--- config.mk ---
export PLATFORM = sky130hd
export DESIGN_NAME = seq_scan_ctrl
export DESIGN_NICKNAME = d
export VERILOG_FILES = /design/src/rtl/seq_scan_ctrl.sv
export SDC_FILE = /design/constraint.sdc
export NUM_CORES = 1
export LEC_CHECK = 0
export CORE_MARGIN = 4
export CORE_UTILIZATION = 54
export DETAILED_ROUTE_END_ITERATION = 12
export PLACE_DENSITY_LB_ADDON = 0.12
export RECOVER_POWER = 25
export SKIP_CTS_REPAIR_TIMING = 1
export SLEW_MARGIN = 25
export SYNTH_ARGS = -nofsm -noshare
export SYNTH_HDL_FRONTEND = slang
export SYNTH_SLANG_ARGS = --single-unit
--- constraint.sdc ---
create_clock -name clock -period 6.1 [get_ports clock]
set_input_delay 0.61 -clock clock [delete_from_list [all_inputs] [get_ports clock]]
set_output_delay 0.61 -clock clock [all_outputs]
set_load 0.05 [all_outputs]
--- src/rtl/seq_scan_ctrl.sv ---
// -----------------------------------------------------------------------------
// seq_scan_ctrl
//   Serial pattern scanner. A pattern of 1..N bits (oldest bit at [len-1],
//   newest at bit 0) is matched against a qualified serial bit stream. Each
//   hit produces a one-cycle match pulse and bumps a saturating counter. When a
//   non-zero target count is reached, the run parks in DONE.
//
//   States: IDLE (accept config / start), FILL (collect the first len bits),
//           SCAN (compare on every valid bit), DONE (target reached).
//
// Build option:
//   SEQ_SCAN_NONOVERLAP_EN  defined   -> after each hit the window is flushed
//                                        and len fresh bits are needed again.
//                           undefined -> overlapping detection.
//
// Ports:
//   clock        in   sole clock, rising edge
//   reset        in   synchronous active-high reset
//   cfg_valid    in   configuration offer
//   cfg_ready    out  high only in IDLE
//   cfg_pattern  in   [N-1:0] pattern
//   cfg_len      in   [LW-1:0] pattern length, legal 1..N
//   cfg_target   in   [CW-1:0] matches before DONE, 0 = unlimited
//   cfg_err      out  one-cycle pulse after an illegal cfg_len offer
//   start        in   begin a scan run
//   abort        in   end the run, return to IDLE
//   data_in      in   serial input bit
//   data_valid   in   data_in qualifier
//   match        out  one-cycle pulse per detected pattern
//   busy         out  high in FILL and SCAN
//   done         out  high in DONE
//   match_count  out  [CW-1:0] matches in current or last run
// -----------------------------------------------------------------------------
module seq_scan_ctrl #(
    parameter int N  = 8,
    parameter int CW = 8,
    parameter int LW = $clog2(N + 1)
) (
    input  logic          clock,
    input  logic          reset,
    input  logic          cfg_valid,
    output logic          cfg_ready,
    input  logic [N-1:0]  cfg_pattern,
    input  logic [LW-1:0] cfg_len,
    input  logic [CW-1:0] cfg_target,
    output logic          cfg_err,
    input  logic          start,
    input  logic          abort,
    input  logic          data_in,
    input  logic          data_valid,
    output logic          match,
    output logic          busy,
    output logic          done,
    output logic [CW-1:0] match_count
);

`ifdef SEQ_SCAN_NONOVERLAP_EN
    localparam bit NONOVL = 1'b1;
`else
    localparam bit NONOVL = 1'b0;
`endif

    typedef enum logic [1:0] {
        ST_IDLE = 2'd0,
        ST_FILL = 2'd1,
        ST_SCAN = 2'd2,
        ST_DONE = 2'd3
    } state_t;

    // Mask selecting the low len bits of the compare window.
    function automatic logic [N-1:0] len_mask(input logic [LW-1:0] len);
        logic [N-1:0] m;
        m = {N{1'b0}};
        for (int i = 0; i < N; i++) begin
            m[i] = (i < int'(len));
        end
        return m;
    endfunction

    state_t        state_r;
    state_t        state_next_s;
    logic [N-2:0]  shift_r;
    logic [LW-1:0] fill_r;
    logic [N-1:0]  pat_r;
    logic [LW-1:0] len_r;
    logic [CW-1:0] tgt_r;
    logic [CW-1:0] count_r;
    logic          match_r;
    logic          cfg_err_r;
    logic          busy_r;
    logic          done_r;
    logic          cfg_ready_r;

    logic          cfg_fire_s;
    logic          cfg_ok_s;
    logic          run_start_s;
    logic          shift_en_s;
    logic          cmp_en_s;
    logic          hit_s;
    logic          tgt_hit_s;
    logic [N-1:0]  window_s;
    logic [CW-1:0] count_inc_s;
    logic          busy_s;
    logic          done_s;
    logic          cfg_ready_s;

    // The newest bit joins the window combinationally so a hit costs no extra cycle.
    assign window_s    = {shift_r, data_in};
    assign cfg_fire_s  = (state_r == ST_IDLE) && cfg_valid;
    assign cfg_ok_s    = (cfg_len != {LW{1'b0}}) && (cfg_len <= LW'(N));
    // A cfg handshake in IDLE swallows start; abort always beats start.
    assign run_start_s = start && !abort &&
                         (((state_r == ST_IDLE) && !cfg_valid) || (state_r == ST_DONE));
    assign shift_en_s  = ((state_r == ST_FILL) || (state_r == ST_SCAN)) && data_valid && !abort;
    assign cmp_en_s    = shift_en_s &&
                         ((state_r == ST_SCAN) || (fill_r == (len_r - LW'(1))));
    assign hit_s       = cmp_en_s &&
                         (((window_s ^ pat_r) & len_mask(len_r)) == {N{1'b0}});
    assign count_inc_s = (count_r == {CW{1'b1}}) ? count_r : (count_r + CW'(1));
    assign tgt_hit_s   = hit_s && (tgt_r != {CW{1'b0}}) && (count_inc_s == tgt_r);

    // State register.
    always_ff @(posedge clock) begin
        if (reset) begin
            state_r <= ST_IDLE;
        end else begin
            state_r <= state_next_s;
        end
    end

    // Next-state logic.
    always_comb begin
        state_next_s = state_r;
        case (state_r)
            ST_IDLE: begin
                if (run_start_s) begin
                    state_next_s = ST_FILL;
                end else begin
                    state_next_s = ST_IDLE;
                end
            end
            ST_FILL, ST_SCAN: begin
                if (abort) begin
                    state_next_s = ST_IDLE;
                end else if (tgt_hit_s) begin
                    state_next_s = ST_DONE;
                end else if (hit_s && NONOVL) begin
                    state_next_s = ST_FILL;
                end else if (cmp_en_s) begin
                    state_next_s = ST_SCAN;
                end else begin
                    state_next_s = state_r;
                end
            end
            ST_DONE: begin
                if (abort) begin
                    state_next_s = ST_IDLE;
                end else if (run_start_s) begin
                    state_next_s = ST_FILL;
                end else begin
                    state_next_s = ST_DONE;
                end
            end
            default: begin
                state_next_s = ST_IDLE;
            end
        endcase
    end

    // Output decode from the next state so the status outputs leave a register.
    always_comb begin
        busy_s      = 1'b0;
        done_s      = 1'b0;
        cfg_ready_s = 1'b0;
        case (state_next_s)
            ST_IDLE: cfg_ready_s = 1'b1;
            ST_FILL: busy_s      = 1'b1;
            ST_SCAN: busy_s      = 1'b1;
            ST_DONE: done_s      = 1'b1;
            default: cfg_ready_s = 1'b1;
        endcase
    end

    // Status output registers.
    always_ff @(posedge clock) begin
        if (reset) begin
            busy_r      <= 1'b0;
            done_r      <= 1'b0;
            cfg_ready_r <= 1'b1;
        end else begin
            busy_r      <= busy_s;
            done_r      <= done_s;
            cfg_ready_r <= cfg_ready_s;
        end
    end

    // Stored configuration and illegal-length error pulse.
    always_ff @(posedge clock) begin
        if (reset) begin
            pat_r     <= {N{1'b0}};
            len_r     <= LW'(N);
            tgt_r     <= {CW{1'b0}};
            cfg_err_r <= 1'b0;
        end else begin
            if (cfg_fire_s && cfg_ok_s) begin
                pat_r <= cfg_pattern;
                len_r <= cfg_len;
                tgt_r <= cfg_target;
            end
            cfg_err_r <= cfg_fire_s && !cfg_ok_s;
        end
    end

    // Run datapath: shift window, fill counter, match counter, match pulse.
    always_ff @(posedge clock) begin
        if (reset) begin
            shift_r <= {(N-1){1'b0}};
            fill_r  <= {LW{1'b0}};
            count_r <= {CW{1'b0}};
            match_r <= 1'b0;
        end else begin
            match_r <= hit_s;
            if (run_start_s) begin
                shift_r <= {(N-1){1'b0}};
                fill_r  <= {LW{1'b0}};
                count_r <= {CW{1'b0}};
            end else if (shift_en_s) begin
                if (hit_s && NONOVL) begin
                    // Non-overlapping: the matched bits are consumed.
                    shift_r <= {(N-1){1'b0}};
                    fill_r  <= {LW{1'b0}};
                end else begin
                    shift_r <= window_s[N-2:0];
                    if (state_r == ST_FILL) begin
                        fill_r <= fill_r + LW'(1);
                    end
                end
                if (hit_s) begin
                    count_r <= count_inc_s;
                end
            end
        end
    end

    assign match       = match_r;
    assign busy        = busy_r;
    assign done        = done_r;
    assign cfg_ready   = cfg_ready_r;
    assign cfg_err     = cfg_err_r;
    assign match_count = count_r;

endmodule

-- Word level (Yosys, flattened, before mapping)
Cells that the tools add are included.
Widths: inputs -> output; s select.
- $add $sub $neg: 3
- multiply operators: 0
- div/mod/pow operators: 0
- $lt $le $gt $ge: 9
- equal/unequal tests: 9
- shifts and indexed selects: 0
- multiplexer cells: 11
- bitwise logic cells: 2
- reduce and logical (&&, ||, !) cells: 29
- operators with widths (kind ; count):
    $lt 3x4->1 const A ; 4
    $logic_and 1x1->1 ; 13
    $mux 2 ; 5
    $add 8x1->8 const B ; 1
    $and 8x8->8 ; 1
    $eq 2x2->1 const B ; 4
    $eq 8x8->1 ; 1
    $eq 8x8->1 const B ; 1
    $logic_not 8->1 ; 1
    $lt 1x4->1 const A ; 2
    $lt 2x4->1 const A ; 2
    $mux 8 ; 1
    $reduce_bool 8->1 ; 1
    $xor 8x8->8 ; 1
    $pmux 2 s3 ; 1
    $reduce_or 2->1 ; 3
    $add 4x1->4 const B ; 1
    $eq 2x1->1 const B ; 2
    $eq 4x4->1 ; 1
    $le 4x4->1 const B ; 1
    $logic_not 2->1 ; 2
    $mux 1 ; 4
    $reduce_and 2->1 ; 2
    $reduce_bool 4->1 ; 1
    3 further kinds ; 7
- bits in registers: 46
- bits in latches: 0
- bits in writable memories: 0
- memory bits (read-only): 0
- input bits: 27
- output and inout port bits: 13
- word-level logic and storage cells: 75
- memories: 0

-- Longest topological paths before layout
- depth in word-level cells: 14
- mapped depth: 10
- mapped depth without buffers: 10

-- Least setup slack after synthesis
No wires, ideal clock.
- path kind: reg2reg
- start point: register count_r[1] (netlist: match_count[1])
- end point: register cfg_ready_r (netlist: cfg_ready)
- library setup time: 123 ps
- arrival time: 2874 ps
- slack: 3103 ps
- cell stages (with the launch flop): 11
- path buffers: 1
- clock period less this slack: 2997 ps
- path through: dfxtp_1 > ha_1 > nand3_1 > or2_2 > clkbuf_1 > and3_1 > nor4_1 > nand3_1 > o21a_1 > ha_1 > or2_2
- word-level cells in the longest chain between the ends: 9
- elaborated cells between the ends (all ways): 10
- those cells by class: add/sub (1); eq/ne (2); mux (5); reduce/logical (2)
- ends and longest elaborated chain (item ; RTL line ; RTL):
    start: declaration ; 87 ; logic [CW-1:0] count_r;
    start signal: assignment ; 219 ; count_r <= {CW{1'b0}};
    start signal: assignment ; 226 ; count_r <= {CW{1'b0}};
    start signal: assignment ; 239 ; count_r <= count_inc_s;
    $add 8x1->8 / $eq 8x8->1 (equally long branches) ; 119 ; assign count_inc_s = (count_r == {CW{1'b1}}) ? count_r : (count_r + CW'(1));
    $mux 8 * ; 119 ;
    $eq 8x8->1 * ; 120 ; assign tgt_hit_s = hit_s && (tgt_r != {CW{1'b0}}) && (count_inc_s == tgt_r);
    $logic_and 1x1->1 * ; 120 ;
    $mux 2 * ; 145 ; end else if (tgt_hit_s) begin
    $mux 2 * ; 143 ; if (abort) begin
    $pmux 2 s3 * ; 134 ; case (state_r)
    $logic_not 2->1 * ; 175 ; case (state_next_s)
    $mux 1 * ; 175 ;
    via cfg_ready_s ; 105 ; logic cfg_ready_s;
    end signal: assignment ; 193 ; cfg_ready_r <= cfg_ready_s;
    end: declaration ; 92 ; logic cfg_ready_r;
The timed path passes the listed nets; every way through them passes the cells marked *.
A chain may end at the register's enable or synchronous reset.

-- Worst setup path after layout
- start point: register len_r[0]
- end point: register cfg_ready_r (netlist: cfg_ready)
- word-level cells in the longest chain between the ends: 12
- elaborated cells between the ends (all ways): 23
- those cells by class: add/sub (1); order compare (8); eq/ne (1); mux (5); bitwise (1); reduce/logical (7)
- ends and longest elaborated chain (item ; RTL line ; RTL):
    start: declaration ; 85 ; logic [LW-1:0] len_r;
    start signal: assignment ; 201 ; len_r <= LW'(N);
    start signal: assignment ; 207 ; len_r <= cfg_len;
    $sub 4x1->4 ; 116 ; ((state_r == ST_SCAN) || (fill_r == (len_r - LW'(1))));
    $eq 4x4->1 ; 116 ;
    $logic_or 1x1->1 ; 116 ;
    $logic_and 1x1->1 ; 115 ; assign cmp_en_s = shift_en_s &&
    $logic_and 1x1->1 ; 117 ; assign hit_s = cmp_en_s &&
    $logic_and 1x1->1 (2 in series) ; 120 ;
    $mux 2 * ; 145 ;
    $mux 2 * ; 143 ;
    $pmux 2 s3 * ; 134 ;
    $logic_not 2->1 * ; 175 ;
    $mux 1 * ; 175 ;
    via cfg_ready_s ; 105 ;
Marks and branches as above.

==> metrics <==
max-cap violation count 0; worst-case clock buffer depth 2; Post-Syn Area between 2000 and 3000 µm²; I/O Buffers 39; total power between 0.0006 and 0.0007 W; Diodes inserted 0; global-route wire length before repair between 9 and 10 mm; via count between 2k and 2.5k; maximum vdd drop 139 µV; number of synthesized flops with an enable pin 0; part of the power in combinational logic 0.134; Worst Tran Pin Value 0.994 ns; Synth area leaders dfxtp_1, nand2_1, a21oi_1; clk_lat worst skew 0.30 ns; Layout Nets between 300 and 400; RSZ-0062 raised after global routing false; Sequential cell area 921 µm²; startpoint class of the critical path register; Synthesized Nets roughly 360; CTS tree yes; area delta synth->final 19.6%; Tcrit/Tclk final 0.504; clock sinks 46; number of CTS-inserted buffers 5; FILL cells 392; worst reg2reg path startpoint len_r[0]; Lkg Pwr roughly 1.1 nW; Worst EP required ~6.3 ns; max-slew violation count 0; Clock Pin Slew Worst Setup and Hold Paths ~0.08 ns; die width between 70 and 80 µm; Period minus WS final a little over 3 ns; Hold Path Stages 2; top-level I/O count 40; vias in the first global route 2121; chip height 76.7 µm; initial antenna violation count 0; largest net degree at the start of global routing 28; antenna-violating nets left 0; CP Class register to register; Sw Share 0.249; Max FO, Critical Path 7; Remaining Overflow, GRT 0; worst path cell trace inv_1 > ha_1 > or3b_1 > a222oi_1 > o31ai_1 > nor4_2 > nand4_1 > o21a_1 > ha_1 > or2_2; reg-to-reg critical path endpoint cfg_ready; dominant cell type by area after synthesis dfxtp_1; Distinct cells, synth between 40 and 50; Rel. slew slack 0.335; final core occ 0.685; CTS Root Cell clkbuf_8; GRT Overall Usage 0.202; Hold WC Path Type register to register; status complete, no violations; area of the die 5880 µm²; final wirelength just under 6 mm; # DRC 0; worst reg2reg path depth 10; setup tns final 0 ns; footprint of the multi-input gates between 1500 and 2000 µm²; P_sw around 0.00016 W; Peak Freq roughly 330 MHz; GP Congestion just under 0.9; part of the power in registers 0.507; Worst EP arrival about 3.3 ns; number of synthesized register bits 46; slowest CP cell nor4_2; DRT Pass-1 Iters 4; setup violators final 0; top-area cell type share of the netlist area 0.362; sequential share of the synthesized area 0.362; power per cell area approximately 210 nW/µm²; Clk pwr share 0.359; syn avg cell area roughly 8 µm²; Starting Density 0.573; critical path capture point type register; Placed Area just under 3000 µm²; dpl hpwl 4.39 mm; asr flop ratio synth 0; DRT iter0 DRCs between 150 and 200; routed len/inst between 10 and 15 µm; yosys warns 0; Pint around 0.00047 W; layout cells sized above 1 0.0457; main flop type after synthesis dfxtp_1; H-tree depth 2; hold path start pat_r[5]; Hold Fails Final Rpt 0; Vias per Instance 5.79; core area about 4400 µm²; WHS Endpoint pat_r[5]; Post-Synthesis Cells roughly 320; post-route cell area slightly above 3000 µm²; Rows 24; flop-to-flop setup slack 3.03 ns; clk_skew between 0.003 and 0.004 ns; Worst path most repeated cell ha_1; critical path's largest stage delay about 0.55 ns
==> worst max-delay path: cells and delay by family (launching register included) <==
| kind | cells | cell delay, ns |
|---|---|---|
| AND/OR/NAND/NOR | 4 | 1.40 |
| flip-flops | 1 | 0.38 |
| buffers and inverters | 1 | 0.10 |
| adder cells (fa/ha/maj) | 2 | 0.35 |
| AO/OA/AOI/OAI | 3 | 0.73 |
==> power groups by stage <==
| stage | clock network, W | registers (W) | logic [W] |
|---|---|---|---|
| 6_report | 0.000226 | 0.000318 | 0.0000838 |
| 5_1_grt | 0.000243 | 0.000319 | 0.0000926 |
| 4_1_cts | 0.000228 | 0.000318 | 0.0000840 |
| 3_5_place_dp | 0 | 0.000325 | 0.0000832 |
| 3_3_place_gp | 0 | 0.000325 | 0.0000817 |
| 2_1_floorplan | 0 | 0.000324 | 0.0000523 |
==> through the flow <==
step	setup WS, ns	hold WS (ns)	std cells
floorplan	3.10	0.448	318
global placement	2.93	0.461	394
detailed placement	2.87	0.467	394
CTS	3.05	0.479	402
global route	2.77	0.497	402
finish	3.03	0.479	402
==> metal layers <==
layer  share of wire  track usage
met5               0            0
met4           0.013       0.0652
met3           0.066       0.0410
met2            0.45        0.324
met1            0.47        0.273
==> cell usage in the layout (no fill, tap or decap), types with 2 or more instances in the layout <==
master and instances:
a21oi_1 40, a311oi_1 2, a31oi_1 3, a41o_1 2, and3_1 3, clkbuf_8 5
clkdlybuf4s50_1 27, dfxtp_1 46, dlygate4sd3_1 12, ha_1 13, inv_1 9, mux2i_1 3
nand2_1 63, nand2b_1 3, nand3_1 12, nand3b_1 2, nand4_1 3, nor2_1 11
nor2b_1 3, nor3_1 8, nor4_1 4, o2111ai_1 2, o21a_1 3, o21ai_0 8
o22ai_1 2, o31ai_1 5, or2_2 2, or3_1 5, xnor2_1 11, xor2_1 14
==> cells in the mapped netlist (all sizes together) (2+ instances only) <==
library cell	count
a21oi	40
a311oi	2
a31oi	3
a41o	2
and3	3
and3b	2
buf	2
clkbuf	14
dfxtp	46
ha	13
inv	9
mux2i	3
nand2	63
nand2b	3
nand3	12
nand3b	2
nand4	3
nor2	11
nor2b	3
nor3	8
nor4	5
o2111ai	2
o21a	3
o21ai	9
o22ai	2
o31a	2
o31ai	5
or2	2
or3	5
or4	2
xnor2	11
xor2	14
==> registers in the layout (all words and copies together) (netlist names) <==
register / flops
busy: 1
cfg_err: 1
cfg_ready: 1
done: 1
fill_r: 4
len_r: 4
match: 1
match_count: 8
pat_r: 8
shift_r: 7
state_r: 2
tgt_r: 8
==> logic make-up after synthesis <==
group                      count (synthesis)  synth area share
and+or+nand+nor                          127             0.240
buffers and inverters                     25            0.0428
adders and majority gates                 13            0.0639
muxes                                      3            0.0118
AOI/OAI and AO/OA                         79             0.193
DFF                                       46             0.362
xor gates and xnor gates                  25            0.0860
==> layout make-up <==
| class | instances | area share |
|---|---|---|
| Clock buffer | 6 | 0.0238 |
| Tap cell | 52 | 0.0214 |
| Sequential cell | 46 | 0.303 |
| Timing Repair Buffer | 40 | 0.131 |
| Multi-Input combinational cell | 247 | 0.498 |
| Inverter | 9 | 0.0111 |
| Clock inverter | 2 | 0.0123 |
==> how the worst max path moves through the flow <==
stage                         startpoint         to  cells past startpoint
after global placement             abort  cfg_ready                      7
after CTS                       len_r[0]  cfg_ready                     10
after detailed placement           abort  cfg_ready                      7
after floorplan           match_count[1]  cfg_ready                     10
final                           len_r[0]  cfg_ready                     10
after global routing            len_r[0]  cfg_ready                     10
Note: power is estimated with default switching activity, not from simulation.
